==> config.mk <==
export PLATFORM = sky130hd
export DESIGN_NAME = debug_display_ctrl
export DESIGN_NICKNAME = d
export VERILOG_FILES = /design/src/rtl/debug_disp_pkg.sv /design/src/rtl/hex7seg_enc.sv /design/src/rtl/debug_display_ctrl.sv
export SDC_FILE = /design/constraint.sdc
export NUM_CORES = 1
export LEC_CHECK = 0
export ABC_AREA = 0
export CAP_MARGIN = 20
export CORE_UTILIZATION = 40
export DETAILED_ROUTE_END_ITERATION = 8
export PLACE_DENSITY = 0.64
export SYNTH_ARGS = -nofsm -noshare
export SYNTH_HDL_FRONTEND = slang
export SYNTH_SLANG_ARGS = --single-unit
==> constraint.sdc <==
create_clock -name clk -period 12.4 [get_ports clk]
set_input_delay 3.72 -clock clk [delete_from_list [all_inputs] [get_ports clk]]
set_output_delay 3.72 -clock clk [all_outputs]
set_load 0.02 [all_outputs]
==> src/rtl/debug_disp_pkg.sv <==
// Shared constants for the debug display controller: register map, CTRL bits, digit sizes.
// Also holds the small helpers for the message length and the scroll index.
package debug_disp_pkg;

    localparam int DIGITS    = 6;
    localparam int SEG_W     = 7;
    localparam int MSG_DEPTH = 16;
    localparam int IDX_W     = 4;

    localparam logic [SEG_W-1:0] SEG_BLANK = 7'h7F;

    localparam logic [3:0] ADDR_CTRL   = 4'd0;
    localparam logic [3:0] ADDR_HEXVAL = 4'd1;
    localparam logic [3:0] ADDR_RAW_LO = 4'd2;
    localparam logic [3:0] ADDR_RAW_HI = 4'd3;
    localparam logic [3:0] ADDR_LEDS   = 4'd4;
    localparam logic [3:0] ADDR_RATE   = 4'd5;
    localparam logic [3:0] ADDR_MSGLEN = 4'd6;
    localparam logic [3:0] ADDR_STATUS = 4'd7;
    localparam logic [3:0] ADDR_MSGDAT = 4'd8;

    localparam int CTRL_MODE      = 0;
    localparam int CTRL_SCROLL    = 1;
    localparam int CTRL_BLINK     = 2;
    localparam int CTRL_BLANK_LSB = 8;

    typedef enum logic {S_IDLE, S_RUN} scroll_state_t;

    // Stored MSGLEN may be 0 or above 16; the scroller always sees 1..16.
    function automatic logic [4:0] clamp_len(input logic [4:0] v);
        if (v == 5'd0)
            return 5'd1;
        else if (v > 5'd16)
            return 5'd16;
        else
            return v;
    endfunction

    function automatic logic [IDX_W-1:0] wrap_idx(input logic [4:0] sum, input logic [4:0] len);
        logic [4:0] r;
        r = sum % len;
        return r[IDX_W-1:0];
    endfunction

endpackage

==> src/rtl/hex7seg_enc.sv <==
// Combinational hex nibble to active-low gfedcba seven-segment encoder.
module hex7seg_enc
    import debug_disp_pkg::*;
(
    input  logic [3:0]       nibble,
    output logic [SEG_W-1:0] seg
);

    always_comb begin
        seg = SEG_BLANK;
        case (nibble)
            4'h0: seg = 7'h40;
            4'h1: seg = 7'h79;
            4'h2: seg = 7'h24;
            4'h3: seg = 7'h30;
            4'h4: seg = 7'h19;
            4'h5: seg = 7'h12;
            4'h6: seg = 7'h02;
            4'h7: seg = 7'h78;
            4'h8: seg = 7'h00;
            4'h9: seg = 7'h10;
            4'hA: seg = 7'h08;
            4'hB: seg = 7'h03;
            4'hC: seg = 7'h46;
            4'hD: seg = 7'h21;
            4'hE: seg = 7'h06;
            4'hF: seg = 7'h0E;
            default: seg = SEG_BLANK;
        endcase
    end

endmodule

==> src/rtl/debug_display_ctrl.sv <==
// Avalon-MM debug display: hex/raw/scrolling-message drive for HEX0..HEX5 plus LEDR.
// Define DEBUG_DISPLAY_BLINK_EN to build the blink phase flop.
module debug_display_ctrl
    import debug_disp_pkg::*;
#(
    parameter int          CLK_HZ       = 50_000_000,
    parameter logic [15:0] RATE_DEFAULT = 16'd250
) (
    input  logic        clk,
    input  logic        reset_n,
    input  logic [3:0]  avs_address,
    input  logic        avs_read,
    input  logic        avs_write,
    input  logic [31:0] avs_writedata,
    output logic [31:0] avs_readdata,
    output logic [41:0] debug_seg_conduit,
    output logic [9:0]  debug_light_conduit
);

    localparam int unsigned PRESC_DIV  = (CLK_HZ / 1000 < 1) ? 1 : CLK_HZ / 1000;
    localparam logic [31:0] PRESC_LAST = 32'(PRESC_DIV - 1);

    // Reset asserts asynchronously and leaves on the second clock edge.
    logic rst_meta, rst_n;
    always_ff @(posedge clk or negedge reset_n) begin
        if (!reset_n) {rst_meta, rst_n} <= 2'b00;
        else          {rst_meta, rst_n} <= {1'b1, rst_meta};
    end

    logic              mode, scroll_en, blink_en, phase;
    logic [DIGITS-1:0] blank;
    logic [23:0]       hexval;
    logic [27:0]       raw_lo;
    logic [13:0]       raw_hi;
    logic [9:0]        leds;
    logic [15:0]       rate;
    logic [4:0]        msglen, eff_len;
    logic [SEG_W-1:0]  msg [MSG_DEPTH];
    logic              unused_wd;

    logic rate_wr, msglen_wr, rd_en;
    assign rate_wr   = avs_write && (avs_address == ADDR_RATE);
    assign msglen_wr = avs_write && (avs_address == ADDR_MSGLEN);
    assign rd_en     = avs_read && !avs_write;
    assign eff_len   = clamp_len(msglen);
    assign unused_wd = ^avs_writedata[31:28];

    always_ff @(posedge clk or negedge rst_n) begin
        if (!rst_n) begin
            mode <= 1'b0; scroll_en <= 1'b0; blank <= '0;
            hexval <= '0; raw_lo <= '0; raw_hi <= '0; leds <= '0;
            rate <= RATE_DEFAULT; msglen <= '0;
            for (int i = 0; i < MSG_DEPTH; i++) msg[i] <= '0;
        end else if (avs_write) begin
            case (avs_address)
                ADDR_CTRL: begin
                    mode      <= avs_writedata[CTRL_MODE];
                    scroll_en <= avs_writedata[CTRL_SCROLL];
                    blank     <= avs_writedata[CTRL_BLANK_LSB +: DIGITS];
                end
                ADDR_HEXVAL: hexval <= avs_writedata[23:0];
                ADDR_RAW_LO: raw_lo <= avs_writedata[27:0];
                ADDR_RAW_HI: raw_hi <= avs_writedata[13:0];
                ADDR_LEDS:   leds   <= avs_writedata[9:0];
                ADDR_RATE:   rate   <= avs_writedata[15:0];
                ADDR_MSGLEN: msglen <= avs_writedata[4:0];
                ADDR_MSGDAT: msg[avs_writedata[11:8]] <= avs_writedata[SEG_W-1:0];
                default: ;
            endcase
        end
    end

    // 1 ms tick prescaler and step counter; a RATE write restarts both and swallows that step.
    logic [31:0] presc;
    logic [15:0] rate_cnt, eff_rate;
    logic [16:0] rate_nxt;
    logic        tick, step;
    assign tick     = (presc == PRESC_LAST);
    assign eff_rate = (rate == 16'd0) ? 16'd1 : rate;
    assign rate_nxt = {1'b0, rate_cnt} + 17'd1;
    assign step     = tick && !rate_wr && (rate_nxt >= {1'b0, eff_rate});

    always_ff @(posedge clk or negedge rst_n) begin
        if (!rst_n) begin
            presc <= '0; rate_cnt <= '0;
        end else if (rate_wr) begin
            presc <= '0; rate_cnt <= '0;
        end else begin
            presc <= tick ? 32'd0 : presc + 32'd1;
            if (tick) rate_cnt <= (rate_nxt >= {1'b0, eff_rate}) ? 16'd0 : rate_nxt[15:0];
        end
    end

`ifdef DEBUG_DISPLAY_BLINK_EN
    always_ff @(posedge clk or negedge rst_n) begin
        if (!rst_n)                                            blink_en <= 1'b0;
        else if (avs_write && (avs_address == ADDR_CTRL))      blink_en <= avs_writedata[CTRL_BLINK];
    end
    always_ff @(posedge clk or negedge rst_n) begin
        if (!rst_n)        phase <= 1'b1;
        else if (!blink_en) phase <= 1'b1;
        else if (step)      phase <= ~phase;
    end
`else
    assign blink_en = 1'b0;
    assign phase    = 1'b1;
`endif

    scroll_state_t    state, state_nxt;
    logic [IDX_W-1:0] pos, pos_nxt;
    logic [4:0]       pos_inc;
    assign pos_inc = {1'b0, pos} + 5'd1;

    always_ff @(posedge clk or negedge rst_n) begin
        if (!rst_n) begin
            state <= S_IDLE; pos <= '0;
        end else begin
            state <= state_nxt; pos <= pos_nxt;
        end
    end

    always_comb begin
        state_nxt = state;
        pos_nxt   = pos;
        case (state)
            S_IDLE: if (scroll_en) begin
                state_nxt = S_RUN;
                pos_nxt   = '0;
            end
            S_RUN: begin
                if (!scroll_en)     state_nxt = S_IDLE;
                else if (msglen_wr) pos_nxt = '0;
                else if (step)      pos_nxt = (pos_inc >= eff_len) ? '0 : pos_inc[IDX_W-1:0];
            end
            default: state_nxt = S_IDLE;
        endcase
    end

    logic [SEG_W-1:0] hex_seg [DIGITS];
    for (genvar k = 0; k < DIGITS; k++) begin : g_enc
        hex7seg_enc u_enc (.nibble(hexval[4*k +: 4]), .seg(hex_seg[k]));
    end

    logic [41:0] raw_all, seg_nxt;
    assign raw_all = {raw_hi, raw_lo};

    // HEXk sits at the top of the conduit for k = 0; scroll shows msg[pos] on HEX5.
    always_comb begin : p_mux
        logic [SEG_W-1:0] d;
        seg_nxt = '1;
        for (int k = 0; k < DIGITS; k++) begin
            if (state == S_RUN) d = msg[wrap_idx(5'(pos) + 5'(DIGITS - 1 - k), eff_len)];
            else if (mode)      d = raw_all[SEG_W*k +: SEG_W];
            else                d = hex_seg[k];
            if (blank[k] || !phase) d = SEG_BLANK;
            seg_nxt[SEG_W*(DIGITS-1-k) +: SEG_W] = d;
        end
    end

    logic [31:0] rd_mux;
    always_comb begin
        rd_mux = '0;
        case (avs_address)
            ADDR_CTRL: begin
                rd_mux[CTRL_MODE]                 = mode;
                rd_mux[CTRL_SCROLL]               = scroll_en;
                rd_mux[CTRL_BLINK]                = blink_en;
                rd_mux[CTRL_BLANK_LSB +: DIGITS]  = blank;
            end
            ADDR_HEXVAL: rd_mux[23:0] = hexval;
            ADDR_RAW_LO: rd_mux[27:0] = raw_lo;
            ADDR_RAW_HI: rd_mux[13:0] = raw_hi;
            ADDR_LEDS:   rd_mux[9:0]  = leds;
            ADDR_RATE:   rd_mux[15:0] = rate;
            ADDR_MSGLEN: rd_mux[4:0]  = msglen;
            ADDR_STATUS: rd_mux[5:0]  = {phase, state == S_RUN, pos};
            default:     rd_mux = '0;
        endcase
    end

    always_ff @(posedge clk or negedge rst_n) begin
        if (!rst_n) begin
            avs_readdata        <= '0;
            debug_seg_conduit   <= '1;
            debug_light_conduit <= '0;
        end else begin
            if (rd_en) avs_readdata <= rd_mux;
            debug_seg_conduit   <= seg_nxt;
            debug_light_conduit <= leds;
        end
    end

endmodule
==> results.py, run 1 <==
metrics = {
    "clocking": {
        "cts_tree": "built",
        "cts_buffers": 43,
        "cts_buffer_depth": 3,
        "hold_buffers": 0,
        "post_cts_buffers": 0,
        "ctsResizeCount": 0,
        "cts_htree_levels": 2,
        "cts_root_buf": "clkbuf_16",
        "clkLatencyLatePin_ns": 0.59,
        "clkTransAtPathRegs_ns": 0.06,
        "cts_sinks": 352,
    },
    "global_route": {
        "grt_pass1_wl_um": 135800,
        "grt.overflow.total": 0,
        "grt_max_degree": 171,
        "antenna_found_initial": 3,
        "grt_pass1_vias": 22210,
        "grt.total_usage_pct": 24.67,
    },
    "yosys": {
        "synth_edf_count": 0,
        "synth_flop_cell": "dfrtp_1",
        "synth_top_area_share_pct": 27.44,
        "netlist_area_sq_mm": 0.02773,
        "synth_area_per_cell_sq_um": 9.279,
        "yosys.area.top_type": "dfrtp_1",
        "async_reset_ff_share_pct": 100.0,
        "yosysWarnings": 0,
        "ys_types": 85,
        "ys_ff_latch": 352,
        "synth_cells": 2988,
        "ys_seq_area_share_pct": 31.99,
        "synthTopCellsByArea": "dfrtp_1, mux2i_1, mux2_2",
    },
    "floorplanning": {
        "pin_count": 124,
        "die_area_sq_mm": 0.07037,
        "core_area_sq_mm": 0.06859,
        "rows": 96,
        "die_width_um": 265.3,
        "fp.dieH_um": 265.3,
        "initial_core_util_pct": 40.42,
    },
    "worst_setup_path": {
        "start_kind": "flop",
        "arrival_ns": 10.16,
        "critPathRequiredTime_ns": 12.84,
        "crit_path_top_delay_cell": "or4_1",
        "worst_r2r_path_depth": 32,
        "worstSetupPathType": "reg -> reg",
        "cp_max_fo": 42,
        "slowest_delay_ns": 0.75,
        "endpoint_kind": "flop",
    },
    "final_layout": {
        "final_area_sq_mm": 0.03137,
        "final_common_cell": "nand2_1",
        "finalNetCount": 3199,
        "nFillCells": 6568,
        "drive_gt1_share_pct": 16.04,
        "seq_area_sq_mm": 0.008875,
        "syn_to_final_growth_pct": 13.14,
        "multi_input_area_sq_mm": 0.01790,
        "layout_common_cells": "nand2_1, mux2i_1, dfrtp_1, mux2_2, nor2_1",
    },
    "placement": {
        "place.gp.congestion": 0.8901,
        "dp_hpwl_um": 61680,
        "place_area_sq_mm": 0.02967,
        "io_buffers": 115,
    },
    "drt": {
        "vias": 23730,
        "wl_um": 88270,
        "routedWlPerCell_um": 22.28,
        "ant_nets": 0,
        "dr.pass1.iters": 6,
        "viasPerCell": 5.989,
        "drtIter0Drc": 2291,
        "drc": 0,
    },
    "sta": {
        "drv_slew": 0,
        "rsz0062_at_grt": "false",
        "fin_tns_setup_ns": 0,
        "min_period_ns": 9.726,
        "hold_violations": 0,
        "period_share_pct": 78.44,
        "relSlewSlack_pct": 24.97,
        "worstMarginPinSlew_ns": 1.121,
        "setup_viol_count_final": 0,
        "fin_worst_skew_ns": 0.03498,
        "fmax_ghz": 0.1028,
    },
    "status": {
        "outcome": "completed",
    },
    "min_path": {
        "hold_path.class": "reg -> reg",
        "whs_path_depth": 0,
    },
    "flow_run": {
        "cap_violations": 0,
    },
}
## state kept, by name, summed over array words and instances, names as in the netlist, 4 cells and up
register and cells:
presc 32, rate_cnt 16, debug_seg_conduit 42, leds 10, msg 112, msglen 5
debug_light_conduit 10, hexval 24, rate 16, blank 6, raw_lo 28, pos 4
raw_hi 14, avs_readdata 28
## critical path, delay by kind of cell (launching register included)
family / cells / cell delay, ns
compound gates: 11 / 2.81
simple gates: 9 / 2.65
fa+ha+maj: 5 / 1.62
mux: 2 / 0.99
buf+inv: 4 / 0.98
flops: 1 / 0.35
xor+xnor: 1 / 0.17
## synthesized netlist by cell type (9+ instances only)
cell type  number
a311oi_1       53
a31oi_1        60
buf_2          29
buf_1          25
xnor2_1        57
nand2_1       363
mux2i_1       355
nor3_1         39
a21o_1         27
nand4_1        15
clkbuf_1      136
inv_1          78
a211oi_1       53
mux2_2        258
nand3_1        48
a22o_1         18
o41ai_1         9
o21a_1         15
or4_1           9
dfstp_2        48
dfrtp_1       304
nand2b_1       23
nor2b_1        24
nor2_1        214
ha_1          154
o21ai_0        75
o221ai_1       11
nor4_1         21
xor2_1         33
a22oi_1        24
or3_1          10
a221oi_1       14
a21oi_1       139
a211o_1        17
and3_1         39
and2_1         39
buf_4           9
## worst paths after layout
| check | from | endpoint | slack (ns) |
|---|---|---|---|
| min reg2reg | rst_meta | rst_n | 0.36 |
| max | msglen[4] | debug_seg_conduit[19] | 2.67 |
| max reg2reg | msglen[4] | debug_seg_conduit[19] | 2.67 |
| min | rst_meta | rst_n | 0.36 |
| max in group asynchronous | reset_n | rst_n | 8.94 |
| min in group asynchronous | rst_n | avs_readdata[27] | 0.37 |
## per-stage QoR
stage                     std cells  utilization, %  hold WS (ns)  setup slack (ns)
after global routing           3961           45.73        0.3696             2.059
after CTS                      3953           45.55        0.3661             2.775
after detailed placement       3875           43.26        0.3470             2.840
after floorplan                2992               -        0.3312             1.947
final                          3962           45.74        0.3648             2.674
after global placement         3874           43.25        0.3347             2.976
## cell type report
class / count / share of cell area, %
Multi-Input combinational cell: 2361 / 57.05
Clock buffer: 52 / 3.793
Tap cell: 931 / 3.713
Timing Repair Buffer: 159 / 4.986
Antenna cell: 1 / 0.007977
Inverter: 80 / 0.9573
Sequential cell: 352 / 28.29
Clock inverter: 26 / 1.201
## cells by family (layout without fill, tap and decap cells)
family	after synthesis	after routing	synth area share [%]
adder cells (fa/ha/maj)	162	162	7.527
XOR/XNOR	91	91	2.902
flip-flops	352	352	31.99
multiplexers	619	619	23.75
other	2	7	0.02709
buffers and inverters	279	317	4.030
AND/OR/NAND/NOR	878	878	14.53
AO/OA/AOI/OAI	605	605	15.25
## metal layers
layer | track usage (%) | share of wire (%) | vias to the layer above
li1 | - | - | 10970
met1 | 34.95 | 45 | 11660
met2 | 38.05 | 44 | 941
met3 | 3.240 | 7.2 | 161
met4 | 9.561 | 3.7 | 4
met5 | 0 | 0.034 | -
Power of run 1 is left out: the tool's default activity adds up to more than one toggle a clock period on the data nets, which glitch-free logic cannot reach.
==> inputs of run 2 (changes only) <==
==> constraint.sdc (replaced) <==
create_clock -name clk -period 9.1 [get_ports clk]
set_input_delay 2.73 -clock clk [delete_from_list [all_inputs] [get_ports clk]]
set_output_delay 2.73 -clock clk [all_outputs]
set_load 0.02 [all_outputs]
==> run 2 against run 1 <==
  * Sequential share of layout area decreased by 0.22 points
  * Utilization increased by 0.36 points
  * Flip-flop and latch count unchanged
  * Fmax rose by 12%
  * Non-clock buffer count increased by 29
  * Count of clock-buffer cells in the layout is 3 higher
  * Global-route usage down 0.17 points
  * First-iteration DRC count is 2.8% higher
  * Wire length fell by 1.4%
  * Via count fell by 0.52%
  * Critical endpoint is now debug_seg_conduit[23]
  * Highest routed layer unchanged
==> results.py, run 2 (synthesis results as in run 1) <==
metrics = {
    "sta": {
        "setup_viol_count_final": 0,
        "layout_setup_ws_ns": 0.4068,
        "worstMarginPinSlew_ns": 1.047,
        "fin_tns_setup_ns": 0,
        "relSlewSlack_pct": 29.97,
        "period_share_pct": 95.53,
        "hold_violations": 0,
        "min_period_ns": 8.693,
        "fin_worst_skew_ns": 0.03049,
        "rsz0062_at_grt": "false",
        "drv_slew": 0,
        "fmax_ghz": 0.1150,
    },
    "worst_setup_path": {
        "r2r_end": "debug_seg_conduit[23]",
        "worstSetupPathType": "reg -> reg",
        "cp_common_cell": "ha_1",
        "rrSetupSlack_ns": 0.41,
        "crit_path_top_delay_cell": "or4_1",
        "critPathRequiredTime_ns": 9.53,
        "start_kind": "flop",
        "reg2reg_from": "msglen[1]",
        "worst_r2r_path_depth": 33,
        "slowest_delay_ns": 0.66,
        "endpoint_kind": "flop",
        "arrival_ns": 9.13,
        "cp_max_fo": 20,
    },
    "drt": {
        "viasPerCell": 5.914,
        "dr.pass1.iters": 6,
        "routedWlPerCell_um": 21.80,
        "ant_nets": 0,
        "vias": 23610,
        "drc": 0,
        "drtIter0Drc": 2355,
        "wl_um": 87020,
    },
    "final_layout": {
        "top_regs": "msg (112), debug_seg_conduit (42), presc (32)",
        "final_common_cell": "nand2_1",
        "drive_gt1_share_pct": 16.81,
        "syn_to_final_growth_pct": 14.02,
        "layout_common_cells": "nand2_1, mux2i_1, dfrtp_1, mux2_2, nor2_1",
        "finalNetCount": 3227,
        "multi_input_area_sq_mm": 0.01790,
        "top_register": "msg",
        "largest_reg_flops": 112,
        "nFillCells": 6494,
        "seq_area_sq_mm": 0.008875,
    },
    "global_route": {
        "grt_pass1_wl_um": 135500,
        "grt_max_degree": 146,
        "grt_pass1_vias": 22480,
        "grt.total_usage_pct": 24.49,
        "antenna_found_initial": 2,
        "grt.overflow.total": 0,
    },
    "clocking": {
        "cts_buffer_depth": 3,
        "hold_buffers": 0,
        "cts_sinks": 352,
        "cts_tree": "built",
        "cts_htree_levels": 2,
        "cts_buffers": 42,
        "clkLatencyLatePin_ns": 0.59,
        "clkTransAtPathRegs_ns": 0.06,
        "cts_root_buf": "clkbuf_16",
    },
    "floorplanning": {
        "pin_count": 124,
        "die_area_sq_mm": 0.07037,
        "core_area_sq_mm": 0.06859,
        "die_width_um": 265.3,
        "rows": 96,
        "fp.dieH_um": 265.3,
        "initial_core_util_pct": 40.42,
    },
    "status": {
        "outcome": "completed",
    },
    "placement": {
        "place.gp.congestion": 0.9023,
        "dp_hpwl_um": 64030,
        "io_buffers": 115,
        "post-place-ws_ns": 0.4915,
    },
    "flow_run": {
        "cap_violations": 0,
    },
    "min_path": {
        "hold_path.class": "reg -> async",
    },
}
-- run 2: final cells by class --
class	instances	area share, %
Antenna cell	3	0.02375
Clock inverter	22	1.009
Clock buffer	55	3.835
Inverter	80	0.9499
Multi-Input combinational cell	2361	56.63
Tap cell	931	3.685
Timing Repair Buffer	188	5.794
Sequential cell	352	28.07
-- run 2: worst max-delay path by stage --
stage,from,to,slack (ns),cells past startpoint
2_1_floorplan,msglen[3],debug_seg_conduit[39],1.04,34
3_3_place_gp,msglen[1],debug_seg_conduit[23],0.57,33
3_5_place_dp,msglen[1],debug_seg_conduit[23],0.49,33
4_1_cts,msglen[1],debug_seg_conduit[20],0.46,32
5_1_grt,msglen[1],debug_seg_conduit[38],0.04,32
6_report,msglen[1],debug_seg_conduit[23],0.41,33
-- run 2: timing repair --
item,CTS,global route
setup endpoints to repair,0,6
setup buffers,0,1
gates resized for setup,0,4
-- run 2: per-stage QoR --
step           util [%]  instances  area (sq um)  hold slack [ns]
6_report          46.09       3992         31610           0.2220
4_1_cts           46.02       3987         31560           0.2350
2_1_floorplan         -       2992         27740           0.3311
5_1_grt           46.08       3989         31610           0.2548
3_5_place_dp      43.78       3910         30030           0.2291
3_3_place_gp      43.78       3910         30030           0.2278
-- run 2: critical path: cells and delay by family (launching register included) --
family                   cells  cell delay (ns)
AO/OA/AOI/OAI               10             2.21
AND/OR/NAND/NOR             12             3.12
buffers and inverters        3             0.38
XOR/XNOR                     1             0.13
multiplexers                 2             0.78
flip-flops                   1             0.47
adder cells (fa/ha/maj)      5             1.44
-- run 2: routing by layer --
layer	track usage, %	vias up	part of all wire, %
li1	-	11020	-
met2	38.29	848	44
met4	9.030	2	3.7
met3	2.962	159	6.9
met1	34.63	11570	45
met5	0	-	0.013
Power of run 2 is left out for the same reason.
==> inputs of run 3 (changes only) <==
--- a/config.mk
+++ b/config.mk
@@ -8,6 +8,7 @@
 export ABC_AREA = 0
 export CAP_MARGIN = 20
 export CORE_UTILIZATION = 40
+export CTS_BUF_LIST = sky130_fd_sc_hd__clkbuf_8
 export DETAILED_ROUTE_END_ITERATION = 8
 export PLACE_DENSITY = 0.64
 export SYNTH_ARGS = -nofsm -noshare
==> run 3 against run 2 <==
  * Wire length up 0.65%
  * Via count up 0.69%
  * Global-route usage up 0.19 points
  * Count of clock-buffer cells in the layout up 31
  * Utilization down 0.084 points
  * Critical path type unchanged
  * Highest routed layer unchanged
==> results.py, run 3 (synthesis results as in run 1) <==
metrics = {
    "clocking": {
        "hold_buffers": 0,
        "cts_htree_levels": 3,
        "clkLatencyLatePin_ns": 0.66,
        "cts_buffers": 66,
        "cts_buffer_depth": 3,
        "cts_root_buf": "clkbuf_8",
        "clkTransAtPathRegs_ns": 0.06,
        "cts_tree": "built",
        "cts_sinks": 352,
    },
    "floorplanning": {
        "initial_core_util_pct": 40.42,
        "core_area_sq_mm": 0.06859,
        "die_width_um": 265.3,
        "fp.dieH_um": 265.3,
        "rows": 96,
        "pin_count": 124,
        "die_area_sq_mm": 0.07037,
    },
    "final_layout": {
        "final_area_sq_mm": 0.03156,
        "largest_reg_flops": 112,
        "layout_common_cells": "nand2_1, mux2i_1, dfrtp_1, mux2_2, nor2_1",
        "syn_to_final_growth_pct": 13.81,
        "top_regs": "msg (112), debug_seg_conduit (42), presc (32)",
        "drive_gt1_share_pct": 17.45,
        "top_register": "msg",
        "final_common_cell": "nand2_1",
        "finalNetCount": 3251,
    },
    "sta": {
        "min_period_ns": 8.677,
        "fin_tns_setup_ns": 0,
        "worstMarginPinSlew_ns": 1.087,
        "fin_hold_ws_ns": 0.2241,
        "fmax_ghz": 0.1152,
        "rsz0062_at_grt": "true",
        "period_share_pct": 95.35,
        "setup_viol_count_final": 0,
        "drv_slew": 0,
        "hold_violations": 0,
        "fin_worst_skew_ns": 0.02149,
        "relSlewSlack_pct": 27.31,
    },
    "drt": {
        "drc": 0,
        "wl_um": 87580,
        "routedWlPerCell_um": 21.72,
        "viasPerCell": 5.894,
        "ant_nets": 0,
        "dr.pass1.iters": 6,
        "vias": 23770,
        "drtIter0Drc": 2165,
    },
    "global_route": {
        "grt.total_usage_pct": 24.69,
        "grt_max_degree": 146,
        "grt.overflow.total": 0,
        "grt_pass1_vias": 22670,
        "grt_pass1_wl_um": 136100,
        "antenna_found_initial": 4,
    },
    "worst_setup_path": {
        "endpoint_kind": "flop",
        "critPathRequiredTime_ns": 9.62,
        "arrival_ns": 9.20,
        "cp_common_cell": "ha_1",
        "crit_path_top_delay_cell": "or4_1",
        "worstSetupPathType": "reg -> reg",
        "start_kind": "flop",
        "slowest_delay_ns": 0.66,
        "cp_max_fo": 20,
    },
    "min_path": {
        "hold_path.class": "reg -> async",
    },
    "flow_run": {
        "cap_violations": 0,
    },
    "placement": {
        "io_buffers": 115,
        "dp_hpwl_um": 64030,
        "place.gp.congestion": 0.9023,
        "place_area_sq_mm": 0.03003,
    },
    "status": {
        "outcome": "completed",
    },
}
-- run 3: routing by layer --
layer  routed length, um  GRT usage [%]
met1               39370          34.12
met2               38980          38.27
met3                5831          4.092
met4                3368          10.01
met5                  25              0
-- run 3: stage by stage --
stage	setup slack [ns]	instances	utilization, %
after floorplan	1.035	2992	-
after global placement	0.5657	3910	43.78
after detailed placement	0.4915	3910	43.78
after CTS	0.4685	4029	45.94
after global routing	-0.05766	4032	46.00
final	0.4227	4033	46.01
-- run 3: repair_timing --
action / CTS / global route
buffers inserted: 0 / 1
endpoints found under the setup margin: 0 / 7
resized for setup: 0 / 2
-- run 3: final timing paths --
check                                   endpoint       from  slack [ns]  depth (start not counted)
max                        debug_seg_conduit[23]  msglen[1]        0.42                         33
min                             avs_readdata[24]      rst_n        0.22                          0
max reg2reg                debug_seg_conduit[23]  msglen[1]        0.42                         33
min reg2reg                     avs_readdata[24]      rst_n        0.22                          0
max in group asynchronous                  rst_n    reset_n        6.73                          1
min in group clk                           rst_n   rst_meta        0.35                          0
-- run 3: worst max-delay path, delay by kind of cell (launching register included) --
kind            cells  cell delay [ns]
buf+inv             3             0.38
mux                 2             0.78
simple gates       12             3.11
fa+ha+maj           5             1.44
flops               1             0.47
xor+xnor            1             0.14
compound gates     10             2.23
-- run 3: cell type report --
cell class	instances	area (sq um)
Fill cell	6553	37030
Multi-Input combinational cell	2361	17890
Sequential cell	352	8875
Timing Repair Buffer	188	1842
Clock buffer	86	1184
Tap cell	931	1165
Inverter	80	300.3
Clock inverter	33	296.5
Antenna cell	2	5.005
Power of run 3 is left out for the same reason.
